[src/rtl/scanning_mux.sv]
// Manual/round-robin channel sampler; sample valid two edges after Enable_In launch, held under Ready_In=0.
// SCANNING_MUX_TRISTATE_EN: MUX_Data_Out floats (instead of driving 0) while Enable_In is low.
module scanning_mux #(
   parameter int DATA_WIDTH   = 8,
   parameter int NUM_CHANNELS = 8,
   localparam int SEL_WIDTH   = $clog2(NUM_CHANNELS)
) (
   input  logic                               Clock_In,
   input  logic                               Reset_N_In,
   input  logic                               Enable_In,
   input  logic                               Mode_In,
   input  logic [SEL_WIDTH-1:0]               Select_In,
   input  logic [7:0]                         Dwell_In,
   input  logic [NUM_CHANNELS*DATA_WIDTH-1:0] Data_In,
   input  logic                               Ready_In,
   output logic [DATA_WIDTH-1:0]              MUX_Data_Out,
   output logic [SEL_WIDTH-1:0]               Channel_Out,
   output logic                               Valid_Out,
   output logic                               Error_Out
);

   typedef enum logic [1:0] {S_IDLE, S_CAPTURE, S_PRESENT, S_DWELL} state_t;

   localparam logic [SEL_WIDTH-1:0] LAST_CH  = SEL_WIDTH'(NUM_CHANNELS - 1);
   localparam logic [SEL_WIDTH:0]   NUM_CH_W = (SEL_WIDTH + 1)'(NUM_CHANNELS);

   state_t                r_state;
   state_t                w_next;
   logic [SEL_WIDTH-1:0]  r_ptr;
   logic [7:0]            r_cnt;
   logic [DATA_WIDTH-1:0] r_data;
   logic [SEL_WIDTH-1:0]  r_chan;
   logic                  r_err;
   logic                  r_mode;
   logic                  w_advance;
   logic                  w_load;
   logic [SEL_WIDTH-1:0]  w_idx;
   logic                  w_oob;
   logic [DATA_WIDTH-1:0] w_chan;

   assign w_idx = Mode_In ? r_ptr : Select_In;
   assign w_oob = !Mode_In && ({1'b0, Select_In} >= NUM_CH_W);

   always_comb begin
      w_chan = '0;
      for (int k = 0; k < NUM_CHANNELS; k++) begin
         if (w_idx == SEL_WIDTH'(k)) w_chan = Data_In[k*DATA_WIDTH +: DATA_WIDTH];
      end
   end

   always_comb begin
      w_next    = r_state;
      w_advance = 1'b0;
      w_load    = 1'b0;
      case (r_state)
         S_IDLE:    w_next = S_CAPTURE;
         S_CAPTURE: w_next = S_PRESENT;
         S_PRESENT: begin
            if (Ready_In) begin
               if (!r_mode || Dwell_In == 8'd0) begin
                  w_next    = S_CAPTURE;
                  w_advance = r_mode;
               end else begin
                  w_next = S_DWELL;
                  w_load = 1'b1;
               end
            end
         end
         S_DWELL: begin
            if (r_cnt <= 8'd1) begin
               w_next    = S_CAPTURE;
               w_advance = 1'b1;
            end
         end
         default: w_next = S_IDLE;
      endcase
      // Disable wins over everything, including a same-edge handshake.
      if (!Enable_In) begin
         w_next    = S_IDLE;
         w_advance = 1'b0;
         w_load    = 1'b0;
      end
   end

   always_ff @(posedge Clock_In or negedge Reset_N_In) begin
      if (!Reset_N_In) begin
         r_state <= S_IDLE;
         r_ptr   <= '0;
         r_cnt   <= '0;
         r_data  <= '0;
         r_chan  <= '0;
         r_err   <= 1'b0;
         r_mode  <= 1'b0;
      end else begin
         r_state <= w_next;
         if (w_advance) r_ptr <= (r_ptr == LAST_CH) ? '0 : r_ptr + SEL_WIDTH'(1);
         if (w_load) r_cnt <= Dwell_In;
         else if (r_state == S_DWELL && r_cnt != 8'd0) r_cnt <= r_cnt - 8'd1;
         if (!Enable_In) begin
            r_err <= 1'b0;
         end else if (r_state == S_CAPTURE) begin
            r_mode <= Mode_In;
            r_chan <= w_idx;
            r_data <= w_oob ? '0 : w_chan;
            r_err  <= w_oob;
         end
      end
   end

   assign Valid_Out   = (r_state == S_PRESENT) && Enable_In;
   assign Channel_Out = r_chan;
   assign Error_Out   = r_err;

`ifdef SCANNING_MUX_TRISTATE_EN
   assign MUX_Data_Out = Enable_In ? r_data : {DATA_WIDTH{1'bz}};
`else
   assign MUX_Data_Out = Enable_In ? r_data : '0;
`endif

endmodule
[config.mk]
export PLATFORM = sky130hd
export DESIGN_NAME = scanning_mux
export DESIGN_NICKNAME = d
export VERILOG_FILES = /design/src/rtl/scanning_mux.sv
export SDC_FILE = /design/constraint.sdc
export NUM_CORES = 1
export LEC_CHECK = 0
export BUFFER_PORTS_ARGS = -buffer_cell sky130_fd_sc_hd__buf_2
export CAP_MARGIN = 20
export CORE_ASPECT_RATIO = 1.4
export CORE_MARGIN = 2
export CORE_UTILIZATION = 49
export DETAILED_ROUTE_END_ITERATION = 7
export PLACE_DENSITY = 0.88
export RECOVER_POWER = 25
export SYNTH_ARGS = -nofsm -noshare
export SYNTH_HDL_FRONTEND = slang
export SYNTH_SLANG_ARGS = --single-unit
[constraint.sdc]
create_clock -name Clock_In -period 2.2 [get_ports Clock_In]
set_input_delay 0.44 -clock Clock_In [delete_from_list [all_inputs] [get_ports Clock_In]]
set_output_delay 0.44 -clock Clock_In [all_outputs]
set_load 0.1 [all_outputs]
# Yosys cells after proc, flatten, opt, wreduce, memory -nomap -nowiden
# Index checks and enable logic that the tools add are counted.
dict set report classes {
  n_reduce_logical 11
  eq_ne 14
  n_mux 29
  magnitude_cmp 1
  n_addsub 2
}
# cell count
set op_table {}
lappend op_table {{2-to-1 mux 8 bit} 11}
lappend op_table {{== test 3 bit (second input constant)} 5}
lappend op_table {{2-to-1 mux 1 bit} 10}
lappend op_table {{<= comparator 8 x 1 -> 1 bit (second input constant)} 1}
lappend op_table {{zero test 8 bit} 1}
lappend op_table {{2-to-1 mux 2 bit} 4}
lappend op_table {{one-hot mux 2 bit (4 select lines)} 1}
lappend op_table {{nonzero test 8 bit} 1}
lappend op_table {{subtractor 8 x 1 -> 8 bit (second input constant)} 1}
lappend op_table {{== test 3 x 2 -> 1 bit (second input constant)} 2}
lappend op_table {{2-to-1 mux 3 bit} 2}
lappend op_table {{!= test 3 bit (second input constant)} 2}
lappend op_table {{== test 2 bit (second input constant)} 2}
lappend op_table {{AND reduction 2 bit} 2}
lappend op_table {{adder 3 x 1 -> 3 bit (second input constant)} 1}
lappend op_table {{== test 3 x 1 -> 1 bit (second input constant)} 1}
lappend op_table {{zero test 3 bit} 1}
lappend op_table {{== test 2 x 1 -> 1 bit (second input constant)} 1}
lappend op_table {{logical AND 1 bit} 2}
lappend op_table {{zero test 2 bit} 1}
lappend op_table {{!= test 2 x 1 -> 1 bit (second input constant)} 1}
lappend op_table {{one-hot mux 1 bit (2 select lines)} 1}
lappend op_table {{nonzero test 2 bit} 1}
lappend op_table {{zero test 1 bit} 1}
lappend op_table {{logical OR 1 bit} 1}
dict set report totals {
  reg_bits 26
  inputBits 80
}

# Depth between registers and ports, before layout
# Gate-level depths: netlist (run 1).
dict set report logic_depth {
  word_depth 10
  depth_mapped 8
  depth_no_buf 7
}

# Worst setup path after synthesis (run 1)
# No wires, ideal clock.
dict set report synth_path {
  path_kind {reg2reg}
  from {register r_state[0]}
  to {register r_ptr[0]}
  stages_incl_launch_ff 9
  slack_ns -0.317
  synth_period_minus_slack_ns 2.517
  required_ns 2.075
  t_arrival_ns 2.392
  setup_time_ns 0.125
  path_cell_list {dfrtp_1 -> inv_1 -> ha_1 -> and2_1 -> and3_1 -> buf_2 -> nand3_1 -> o21ai_0 -> mux2_2}
}
dict set report synth_via {
  elab_chain_cells 3
  word_cells_on_any_way 4
  classes_between {eq/ne (2); mux (2)}
}
# item line
set synth_rtl {}
lappend synth_rtl {{start, declared} 27} ;# state_t r_state;
lappend synth_rtl {{start signal, assigned} 95} ;# r_state <= w_next;
lappend synth_rtl {{== test 2 bit} 55} ;# case (r_state)
lappend synth_rtl {{one-hot mux 1 bit (2 select lines) *} 55}
lappend synth_rtl {{2-to-1 mux 1 bit *} 78} ;# if (!Enable_In) begin
lappend synth_rtl {{end signal, assigned} 96} ;# if (w_advance) r_ptr <= (r_ptr == LAST_CH) ? '0 : r_ptr + SEL_WIDTH'(1);
lappend synth_rtl {{end, declared} 29} ;# logic [SEL_WIDTH-1:0] r_ptr;
# Every way passes the cells marked *; elsewhere a longest branch is shown, timed or not.
# A chain may end at the register's enable or synchronous reset.

# Worst setup path in the final report (run 1)
dict set report layout_path {
  from {register r_state[0]}
  to {output port Valid_Out}
}
dict set report layout_via {
  elab_chain_cells 2
}
# item line
set layout_rtl {}
lappend layout_rtl {{== test 2 bit} 110} ;# assign Valid_Out = (r_state == S_PRESENT) && Enable_In;
lappend layout_rtl {{logical AND 1 bit} 110}
lappend layout_rtl {{end, declared} 18} ;# output logic Valid_Out,
# No other way between the ends.

==> impl_metrics.env, run 1 <==
export IMPL_critPathLaunch="r_state[0]$_DFFE_PN0P_"
export IMPL_ir_drop_v=0.000277
export IMPL_ys_seq_area_share_pct=28.5
export IMPL_grt_usage_pct=24.4
export IMPL_cp_cell_sequence="inv_1, ha_1, and2_2, buf_2"
export IMPL_start_kind="flip-flop"
export IMPL_hpwl_mm=4.96
export IMPL_synth_area_leaders="dfrtp_1 29%, nor2_1 7.2%, nand2_1 6.8%"
export IMPL_cts_hold_buf=0
export IMPL_synth_common_cells="42 x nor2_1, 40 x nand2_1, 29 x o21ai_0"
export IMPL_ant_nets=0
export IMPL_p_per_area_mw_per_mm2=608
export IMPL_ff2ff_setup_slack_ns=0.25
export IMPL_wl_per_cell_um=13.5
export IMPL_drive_gt1_share_pct=28.8
export IMPL_die_area_mm2=0.00503
export IMPL_grt_max_degree=26
export IMPL_synth_distinct_cells=47
export IMPL_finalWirelength_mm=5.94
export IMPL_io_buffers=91
export IMPL_avgSynthCellArea_um2=7.51
export IMPL_worstHoldStart="Dwell_In[6]"
export IMPL_gp_congestion=0.833
export IMPL_clk_pin_slew_ns=0.08
export IMPL_critPathTopFamily="buffers and inverters"
export IMPL_synth_warnings=0
export IMPL_synth_top_area_share_pct=28.5
export IMPL_reg2reg_depth=7
export IMPL_ys_flop_type="dfrtp_1"
export IMPL_areaGrowthSynthToFinish_pct=25.3
export IMPL_cp_num_cells=4
export IMPL_cap_viol_max_count=0
export IMPL_grt_pass1_vias=2312
export IMPL_cts_root_buf="clkbuf_8"
export IMPL_wl_met1_mm=2.31
export IMPL_status="finished clean"
export IMPL_hold_violations=0
export IMPL_place_area_mm2=0.00270
export IMPL_nets=469
export IMPL_drt_pass1_iter_count=5
export IMPL_synth_nets=381
export IMPL_worst_clock_skew_ns=0.00339
export IMPL_cts_tree="done"
export IMPL_fillerInstances=411
export IMPL_tns_ns=0
export IMPL_relSlewSlack_pct=13.9
export IMPL_drtIter0Drc=85
export IMPL_route_met2_wl_mm=3.08
export IMPL_io_pins=93
export IMPL_top_layer="met4"
export IMPL_required_ns=1.76
export IMPL_drcViolationCount=0
export IMPL_tightest_slew_ns=1.29
export IMPL_min_period_ns=1.96
export IMPL_die_h_um=83.1
export IMPL_synth_seq_cells=25
export IMPL_grt_pass1_wl_mm=9.56
export IMPL_crit_slowest_cell="dfrtp_1"
export IMPL_netlist_instances=292
export IMPL_rr_endpoint="r_ptr[0]$_DFFE_PN0P_"
export IMPL_rsz0062_at_grt="no"
export IMPL_die_width_um=60.5
export IMPL_leakage_nw=1.32
export IMPL_critPathMaxFanout=4
export IMPL_hold_path_class="input pin to flip-flop"
export IMPL_setup_viol=0
export IMPL_vias=2437
export IMPL_final_cell_area_mm2=0.00275
export IMPL_via_per_inst=5.55
export IMPL_synth_edf_count=0
export IMPL_synth_area_mm2=0.00219
export IMPL_cts_buffers=3
export IMPL_fin_crit_sh_pct=89.0
export IMPL_synth_most_common_cell="nor2_1"
export IMPL_overflow=0
export IMPL_finalWorstSetupSlack_ns=0.242
export IMPL_slowest_delay_ns=0.42
export IMPL_r2r_start="r_state[0]$_DFFE_PN0P_"
export IMPL_drv_slew=0
export IMPL_antennaDiodeCount=0
export IMPL_htreeDepth=1
export IMPL_max_freq_mhz=511
export IMPL_row_count=28
export IMPL_endpoint_kind="output port"
export IMPL_ctsResizeCount=0
export IMPL_initial_core_util_pct=51.3
export IMPL_worstSetupPathType="flip-flop to output port"
export IMPL_antenna_found_initial=0
export IMPL_dp_slack_ns=0.263
export IMPL_core_mm2=0.00427
export IMPL_clkSinkCount=25
export IMPL_worstPathArrival_ns=1.52
export IMPL_postCtsSetupRepairBufs=0
export IMPL_synth_top_area_cell="dfrtp_1"
export IMPL_cp_endpoint="Valid_Out"
export IMPL_clockBufferDepth=2
export IMPL_path_buf_inv=2
export IMPL_ys_async_sr_fraction_pct=100
export IMPL_wl_met3_um=351
export IMPL_clk_latency_ns=0.27
## layer usage
metal,up-vias,GRT usage [%]
met1,1103,26.6
met3,23,1.56
li1,1196,-
met4,0,12.6
met2,115,44.6
met5,-,0
## worst min-delay path by stage
stage / end / slack, ns / cells past startpoint
3_5_place_dp: r_cnt[5]$_DFFE_PN0P_ / 0.45 / 1
2_1_floorplan: Channel_Out[0]$_DFFE_PN0P_ / 0.14 / 0
3_3_place_gp: r_cnt[5]$_DFFE_PN0P_ / 0.45 / 1
6_report: r_cnt[6]$_DFFE_PN0P_ / 0.39 / 3
4_1_cts: r_cnt[5]$_DFFE_PN0P_ / 0.16 / 1
5_1_grt: r_cnt[2]$_DFFE_PN0P_ / 0.40 / 3
## kinds of logic (layout without fill, tap and decap cells)
logic type	after synthesis	after routing	share of synthesized area, %
AOI/OAI and AO/OA	81	81	22.5
DFF	25	25	28.5
xor gates and xnor gates	7	7	2.80
adders and majority gates	9	9	5.14
other	1	1	0.171
muxes	15	15	8.22
and+or+nand+nor	131	131	28.1
buffers and inverters	23	110	4.51
## sequential cells by signal (all words and copies together) (netlist names)
name,count
r_cnt,8
r_data,8
Channel_Out,3
r_ptr,3
r_state,2
r_mode,1
## tightest hold or removal path, cell delays in order
cell	delay, ns
buf_2	0.09
nand2_1	0.04
o21ai_0	0.06
## power by group
part	leakage, nW	internal (mW)	switching [mW]
sequential	0.280	0.560	0.0926
combinational	1.02	0.237	0.510
clock	0.0228	0.130	0.141
## per-stage QoR
| step | power, mW | cells | utilization, % | hold slack [ns] |
|---|---|---|---|---|
| 6_report | 1.67 | 439 | 64.3 | 0.386 |
| 4_1_cts | 1.67 | 439 | 64.3 | 0.161 |
| 5_1_grt | 1.77 | 439 | 64.3 | 0.398 |
| 3_5_place_dp | 1.41 | 435 | 63.3 | 0.455 |
| 3_3_place_gp | 1.39 | 435 | 63.3 | 0.452 |
| 2_1_floorplan | 1.20 | 292 | - | 0.144 |
## cell usage in the layout, fill, tap and decap left out, types with 2 or more instances in the layout
| cell | count |
|---|---|
| a21o_1 | 6 |
| inv_1 | 9 |
| dfrtp_1 | 25 |
| nand2_1 | 40 |
| ha_1 | 9 |
| nor3_1 | 4 |
| buf_4 | 6 |
| buf_2 | 90 |
| a31oi_1 | 2 |
| and2_1 | 11 |
| clkbuf_1 | 2 |
| o21ai_1 | 6 |
| o211ai_1 | 2 |
| a21oi_1 | 14 |
| and3_1 | 2 |
| a221o_1 | 2 |
| xor2_1 | 6 |
| nand3b_1 | 8 |
| a22oi_1 | 6 |
| clkbuf_8 | 3 |
| nor4_1 | 3 |
| o21ai_0 | 29 |
| mux2i_1 | 9 |
| mux2_2 | 4 |
| nor2b_1 | 4 |
| o22ai_1 | 6 |
| nor2_1 | 42 |
| nand3_1 | 9 |
## area by class of cell
| class | instances | area [um^2] | share of cell area [%] |
|---|---|---|---|
| sequential | 25 | 626 | 22.8 |
| multi-input combinational | 244 | 1470 | 53.5 |
| tap | 60 | 75.1 | 2.73 |
| inverter | 9 | 33.8 | 1.23 |
| clock buffer | 4 | 45.0 | 1.64 |
| timing repair buffer | 97 | 499 | 18.2 |
No activity file was read; power rests on OpenSTA's default activity.
==> run 2, diff against run 1 <==
--- a/config.mk
+++ b/config.mk
@@ -5,13 +5,15 @@
 export SDC_FILE = /design/constraint.sdc
 export NUM_CORES = 1
 export LEC_CHECK = 0
+export ABC_AREA = 1
 export BUFFER_PORTS_ARGS = -buffer_cell sky130_fd_sc_hd__buf_2
 export CAP_MARGIN = 20
 export CORE_ASPECT_RATIO = 1.4
 export CORE_MARGIN = 2
-export CORE_UTILIZATION = 49
+export CORE_UTILIZATION = 48
+export CTS_CLUSTER_DIAMETER = 30
 export DETAILED_ROUTE_END_ITERATION = 7
-export PLACE_DENSITY = 0.88
+export PLACE_DENSITY = 0.87
 export RECOVER_POWER = 25
 export SYNTH_ARGS = -nofsm -noshare
 export SYNTH_HDL_FRONTEND = slang
==> constraint.sdc (replaced) <==
create_clock -name Clock_In -period 2.1 [get_ports Clock_In]
set_input_delay 0.42 -clock Clock_In [delete_from_list [all_inputs] [get_ports Clock_In]]
set_output_delay 0.42 -clock Clock_In [all_outputs]
set_load 0.1 [all_outputs]
==> impl_metrics.env, run 2 <==
export IMPL_synth_most_common_cell="nand2_1"
export IMPL_fin_cells=451
export IMPL_synth_distinct_cells=26
export IMPL_place_area_mm2=0.00256
export IMPL_ir_drop_v=0.000279
export IMPL_antennaDiodeCount=0
export IMPL_cts_hold_buf=0
export IMPL_slowest_delay_ns=0.42
export IMPL_dp_slack_ns=0.0922
export IMPL_layout_common_cells="90 x buf_2, 86 x nand2_1, 51 x nor2_1"
export IMPL_synth_warnings=0
export IMPL_drtIter0Drc=143
export IMPL_die_width_um=59.8
export IMPL_synth_area_leaders="dfrtp_1 30%, nand2_1 15%, nor2_1 9.1%"
export IMPL_synth_top_area_share_pct=29.9
export IMPL_ff2ff_setup_slack_ns=0.15
export IMPL_htreeDepth=1
export IMPL_final_common_cell="buf_2"
export IMPL_fillerInstances=391
export IMPL_top_regs="r_cnt x8, r_data x8"
export IMPL_ys_async_sr_fraction_pct=100
export IMPL_synth_nets=407
export IMPL_rr_endpoint="r_cnt[1]$_DFFE_PN0P_"
export IMPL_reg2reg_depth=9
export IMPL_row_count=28
export IMPL_leakage_nw=1.47
export IMPL_final_seq_area_um2=626
export IMPL_initial_core_util_pct=49.8
export IMPL_setup_viol=0
export IMPL_fin_crit_sh_pct=93.0
export IMPL_critPathMaxFanout=8
export IMPL_required_ns=2.24
export IMPL_synth_seq_cells=25
export IMPL_grt_usage_pct=24.4
export IMPL_critPathLaunch="r_state[0]$_DFFE_PN0P_"
export IMPL_worst_path_most_repeated_cell="inv_1"
export IMPL_max_freq_mhz=512
export IMPL_rsz0062_at_grt="no"
export IMPL_areaGrowthSynthToFinish_pct=24.6
export IMPL_min_period_ns=1.95
export IMPL_clockBufferDepth=2
export IMPL_avgSynthCellArea_um2=6.58
export IMPL_via_per_inst=5.32
export IMPL_critPathTopFamily="simple AND/OR/NAND/NOR gates"
export IMPL_core_mm2=0.00420
export IMPL_ant_nets=0
export IMPL_gp_congestion=0.928
export IMPL_hold_end="r_cnt[2]$_DFFE_PN0P_"
export IMPL_synth_area_mm2=0.00209
export IMPL_final_cell_area_mm2=0.00261
export IMPL_relSlewSlack_pct=10.8
export IMPL_status="finished clean"
export IMPL_postCtsSetupRepairBufs=0
export IMPL_endpoint_kind="flip-flop"
export IMPL_cts_buffers=3
export IMPL_drcViolationCount=0
export IMPL_tns_ns=0
export IMPL_antenna_found_initial=0
export IMPL_dp_cells=447
export IMPL_finalWirelength_mm=5.58
export IMPL_io_buffers=91
export IMPL_wl_per_cell_um=12.4
export IMPL_grt_pass1_vias=2347
export IMPL_synth_top_area_cell="dfrtp_1"
export IMPL_worst_clock_skew_ns=0.00879
export IMPL_netlist_instances=318
export IMPL_clk_latency_ns=0.27
export IMPL_crit_slowest_cell="dfrtp_1"
export IMPL_synth_edf_count=0
export IMPL_p_per_area_mw_per_mm2=766
export IMPL_finalWorstSetupSlack_ns=0.146
export IMPL_tightest_slew_ns=1.34
export IMPL_worstHoldStart="Dwell_In[2]"
export IMPL_overflow=0
export IMPL_die_h_um=82.1
export IMPL_clk_pin_slew_ns=0.09
export IMPL_synth_common_cells="86 x nand2_1, 51 x nor2_1, 39 x inv_1"
export IMPL_clkSinkCount=25
export IMPL_r2r_start="r_state[0]$_DFFE_PN0P_"
export IMPL_ctsResizeCount=0
export IMPL_multi_input_comb_area_mm2=0.00123
export IMPL_worstSetupPathType="flip-flop to flip-flop"
export IMPL_grt_pass1_wl_mm=9.59
export IMPL_io_pins=93
export IMPL_ys_seq_area_share_pct=29.9
export IMPL_start_kind="flip-flop"
export IMPL_path_buf_inv=3
export IMPL_die_area_mm2=0.00491
export IMPL_grt_max_degree=26
export IMPL_whs_path_depth=3
export IMPL_vias=2398
export IMPL_drv_slew=0
export IMPL_hold_violations=0
export IMPL_hpwl_mm=4.67
export IMPL_hold_path_class="input pin to flip-flop"
export IMPL_drive_gt1_share_pct=27.3
export IMPL_ys_flop_type="dfrtp_1"
export IMPL_cts_tree="done"
export IMPL_cap_viol_max_count=0
export IMPL_cp_cell_sequence="inv_1, ha_1, nand2_1, nor3_2, o21ai_2, inv_1, nor2_1, inv_1, o221ai_1"
export IMPL_worstPathArrival_ns=2.09
export IMPL_drt_pass1_iter_count=5
export IMPL_nets=496
export IMPL_cts_root_buf="clkbuf_8"
run 2: changes by cell type after synthesis, sizes merged, moves of 8 or more:
| cell | previous run | this run |
|---|---|---|
| and2 | 12 | 0 |
| inv | 9 | 41 |
| mux2i | 10 | 0 |
| nand2 | 40 | 90 |
| nand3 | 9 | 25 |
| nand3b | 8 | 0 |
| nand4 | 1 | 24 |
| nor2 | 42 | 51 |
| o21ai | 35 | 14 |
run 2: area by class of cell:
type / instances / share of cell area [%]
well taps: 45 / 2.16
inverters: 41 / 6.00
clock buffers: 3 / 1.58
multi-input cells: 241 / 47.0
repair buffers: 95 / 19.0
clock inverters: 1 / 0.192
flip-flops and latches: 25 / 24.0
run 2: worst reg2reg max path, cell delays in order, from the launching register on:
cell and delay (ns):
dfrtp_1 0.42, inv_1 0.10, ha_1 0.17, nand2_1 0.08, nor3_2 0.30, o21ai_2 0.20, inv_1 0.16, nor2_1 0.10
inv_1 0.17, o221ai_1 0.13
run 2: report_power, final:
group / switching (mW) / internal [mW]
clock: 0.153 / 0.133
sequential: 0.107 / 0.624
combinational: 0.687 / 0.292
run 2: through the flow:
stage	power [mW]	util (%)	hold WS [ns]
final	2.00	62.0	0.381
after global routing	2.15	62.0	0.380
after CTS	2.00	62.1	0.147
after detailed placement	1.72	61.0	0.441
after global placement	1.68	61.0	0.444
after floorplan	1.47	-	0.124
run 2: worst max path at each step:
| stage | to | slack, ns | depth (start not counted) |
|---|---|---|---|
| floorplan | r_state[1]$_DFFE_PN0P_ | 0.28 | 7 |
| global placement | r_cnt[1]$_DFFE_PN0P_ | 0.12 | 8 |
| detailed placement | r_cnt[6]$_DFFE_PN0P_ | 0.09 | 8 |
| CTS | Valid_Out | 0.17 | 5 |
| global route | r_cnt[1]$_DFFE_PN0P_ | 0.05 | 9 |
| finish | r_cnt[1]$_DFFE_PN0P_ | 0.15 | 9 |
run 2: cell families (layout without fill, tap and decap cells):
group	after synthesis	after routing	synth area share, %
compound gates	29	29	8.37
other cells	1	1	0.179
simple gates	196	196	42.1
fa+ha+maj	9	9	5.38
buf+inv	52	140	11.5
flops	25	25	29.9
xor+xnor	6	6	2.51
run 2: metal layers:
layer / vias to the layer above / share of wire [%] / routed length [um] / GRT usage [%]
li1: 1205 / - / - / -
met1: 1067 / 39 / 2200 / 26.0
met2: 108 / 52 / 2910 / 46.0
met3: 18 / 6.5 / 361 / 3.27
met4: 0 / 1.9 / 108 / 11.6
met5: - / 0 / 0 / 0
==> run 3, diff against run 2 <==
--- a/config.mk
+++ b/config.mk
@@ -6,14 +6,14 @@
 export NUM_CORES = 1
 export LEC_CHECK = 0
 export ABC_AREA = 1
-export BUFFER_PORTS_ARGS = -buffer_cell sky130_fd_sc_hd__buf_2
 export CAP_MARGIN = 20
 export CORE_ASPECT_RATIO = 1.4
 export CORE_MARGIN = 2
-export CORE_UTILIZATION = 48
+export CORE_UTILIZATION = 49
 export CTS_CLUSTER_DIAMETER = 30
 export DETAILED_ROUTE_END_ITERATION = 7
-export PLACE_DENSITY = 0.87
+export DONT_BUFFER_PORTS = 1
+export PLACE_DENSITY = 0.7
 export RECOVER_POWER = 25
 export SYNTH_ARGS = -nofsm -noshare
 export SYNTH_HDL_FRONTEND = slang
==> impl_metrics.env, run 3 (synthesis gave the netlist of run 2 again) <==
export IMPL_ctsResizeCount=0
export IMPL_vias=2076
export IMPL_finalWirelength_mm=5.28
export IMPL_clk_latency_ns=0.28
export IMPL_cts_hold_buf=2
export IMPL_worstPathArrival_ns=1.96
export IMPL_grt_pass1_vias=1941
export IMPL_hold_violations=0
export IMPL_cap_viol_max_count=0
export IMPL_final_common_cell="nand2_1"
export IMPL_hold_end="r_cnt[0]$_DFFE_PN0P_"
export IMPL_io_buffers=0
export IMPL_htreeDepth=1
export IMPL_final_seq_area_um2=626
export IMPL_rr_endpoint="r_cnt[6]$_DFFE_PN0P_"
export IMPL_reg2reg_depth=9
export IMPL_antenna_found_initial=0
export IMPL_overflow=0
export IMPL_via_per_inst=5.54
export IMPL_cts_tree="done"
export IMPL_drt_pass1_iter_count=4
export IMPL_tightest_slew_ns=1.10
export IMPL_drtIter0Drc=94
export IMPL_worst_path_most_repeated_cell="inv_1"
export IMPL_fin_cells=375
export IMPL_drcViolationCount=0
export IMPL_die_width_um=59.2
export IMPL_cp_cell_sequence="inv_1, ha_1, nand2_1, nor3_2, o21ai_2, inv_1, nor2_1, inv_1, o221ai_1"
export IMPL_nets=420
export IMPL_core_mm2=0.00417
export IMPL_max_freq_mhz=554
export IMPL_critPathMaxFanout=8
export IMPL_dp_cells=369
export IMPL_worstSetupPathType="flip-flop to flip-flop"
export IMPL_layout_common_cells="86 x nand2_1, 51 x nor2_1, 39 x inv_1"
export IMPL_endpoint_kind="flip-flop"
export IMPL_cts_root_buf="clkbuf_8"
export IMPL_start_kind="flip-flop"
export IMPL_fillerInstances=434
export IMPL_r2r_start="r_state[0]$_DFFE_PN0P_"
export IMPL_die_h_um=81.3
export IMPL_postCtsSetupRepairBufs=0
export IMPL_tns_ns=0
export IMPL_relSlewSlack_pct=26.3
export IMPL_antennaDiodeCount=0
export IMPL_grt_usage_pct=22.1
export IMPL_p_per_area_mw_per_mm2=859
export IMPL_ant_nets=0
export IMPL_gp_congestion=0.917
export IMPL_clockBufferDepth=2
export IMPL_top_regs="r_cnt x8, r_data x8"
export IMPL_grt_max_degree=26
export IMPL_row_count=28
export IMPL_critPathTopFamily="simple AND/OR/NAND/NOR gates"
export IMPL_drv_slew=0
export IMPL_clk_pin_slew_ns=0.10
export IMPL_min_period_ns=1.80
export IMPL_hpwl_mm=4.22
export IMPL_hold_path_class="input pin to flip-flop"
export IMPL_clkSinkCount=25
export IMPL_rsz0062_at_grt="no"
export IMPL_crit_slowest_cell="dfrtp_1"
export IMPL_whs_path_depth=2
export IMPL_die_area_mm2=0.00482
export IMPL_ir_drop_v=0.000296
export IMPL_status="finished clean"
export IMPL_cts_buffers=3
export IMPL_io_pins=93
export IMPL_grt_pass1_wl_mm=8.35
export IMPL_leakage_nw=1.18
export IMPL_multi_input_comb_area_mm2=0.00123
export IMPL_drive_gt1_share_pct=10.3
export IMPL_setup_viol=0
export IMPL_ff2ff_setup_slack_ns=0.30
export IMPL_areaGrowthSynthToFinish_pct=8.13
export IMPL_initial_core_util_pct=50.2
export IMPL_wl_per_cell_um=14.1
export IMPL_worst_clock_skew_ns=0.00997
export IMPL_required_ns=2.25
export IMPL_path_buf_inv=3
export IMPL_slowest_delay_ns=0.42
export IMPL_worstHoldStart="Dwell_In[0]"
export IMPL_fin_crit_sh_pct=85.9
## run 3: per-stage QoR
step	total power [mW]	worst slack [ns]	utilization (%)	cell area, um^2	hold slack (ns)
global placement	1.63	0.367	52.6	2190	0.126
finish	1.95	0.296	54.3	2260	0.268
detailed placement	1.64	0.304	52.6	2190	0.126
floorplan	1.47	0.282	-	2090	0.124
global route	2.07	0.104	54.3	2260	0.269
CTS	1.96	0.306	54.5	2270	0.265
## run 3: worst max-delay path by stage
| stage | start | cells past startpoint | end | slack, ns |
|---|---|---|---|---|
| floorplan | r_state[0]$_DFFE_PN0P_ | 7 | r_state[1]$_DFFE_PN0P_ | 0.28 |
| global placement | r_state[0]$_DFFE_PN0P_ | 9 | r_cnt[1]$_DFFE_PN0P_ | 0.37 |
| detailed placement | r_state[0]$_DFFE_PN0P_ | 9 | r_cnt[6]$_DFFE_PN0P_ | 0.30 |
| CTS | r_state[0]$_DFFE_PN0P_ | 9 | r_cnt[6]$_DFFE_PN0P_ | 0.31 |
| global route | r_state[0]$_DFFE_PN0P_ | 9 | r_cnt[6]$_DFFE_PN0P_ | 0.10 |
| finish | r_state[0]$_DFFE_PN0P_ | 9 | r_cnt[6]$_DFFE_PN0P_ | 0.30 |
## run 3: metal layers
layer / wire length (um) / GRT usage [%]
met1: 2060 / 25.1
met2: 2810 / 40.8
met3: 327 / 3.66
met4: 79 / 7.27
met5: 0 / 0
## run 3: where the power goes
group / internal (mW) / switching [mW]
Combinational: 0.267 / 0.661
Clock: 0.135 / 0.161
Sequential: 0.624 / 0.0970
## run 3: area by class of cell
cell class / count / area share (%)
sequential: 25 / 27.6
timing repair buffer: 19 / 6.63
tap: 45 / 2.49
multi-input combinational: 241 / 54.2
clock buffer: 3 / 1.82
inverter: 41 / 6.91
clock inverter: 1 / 0.332
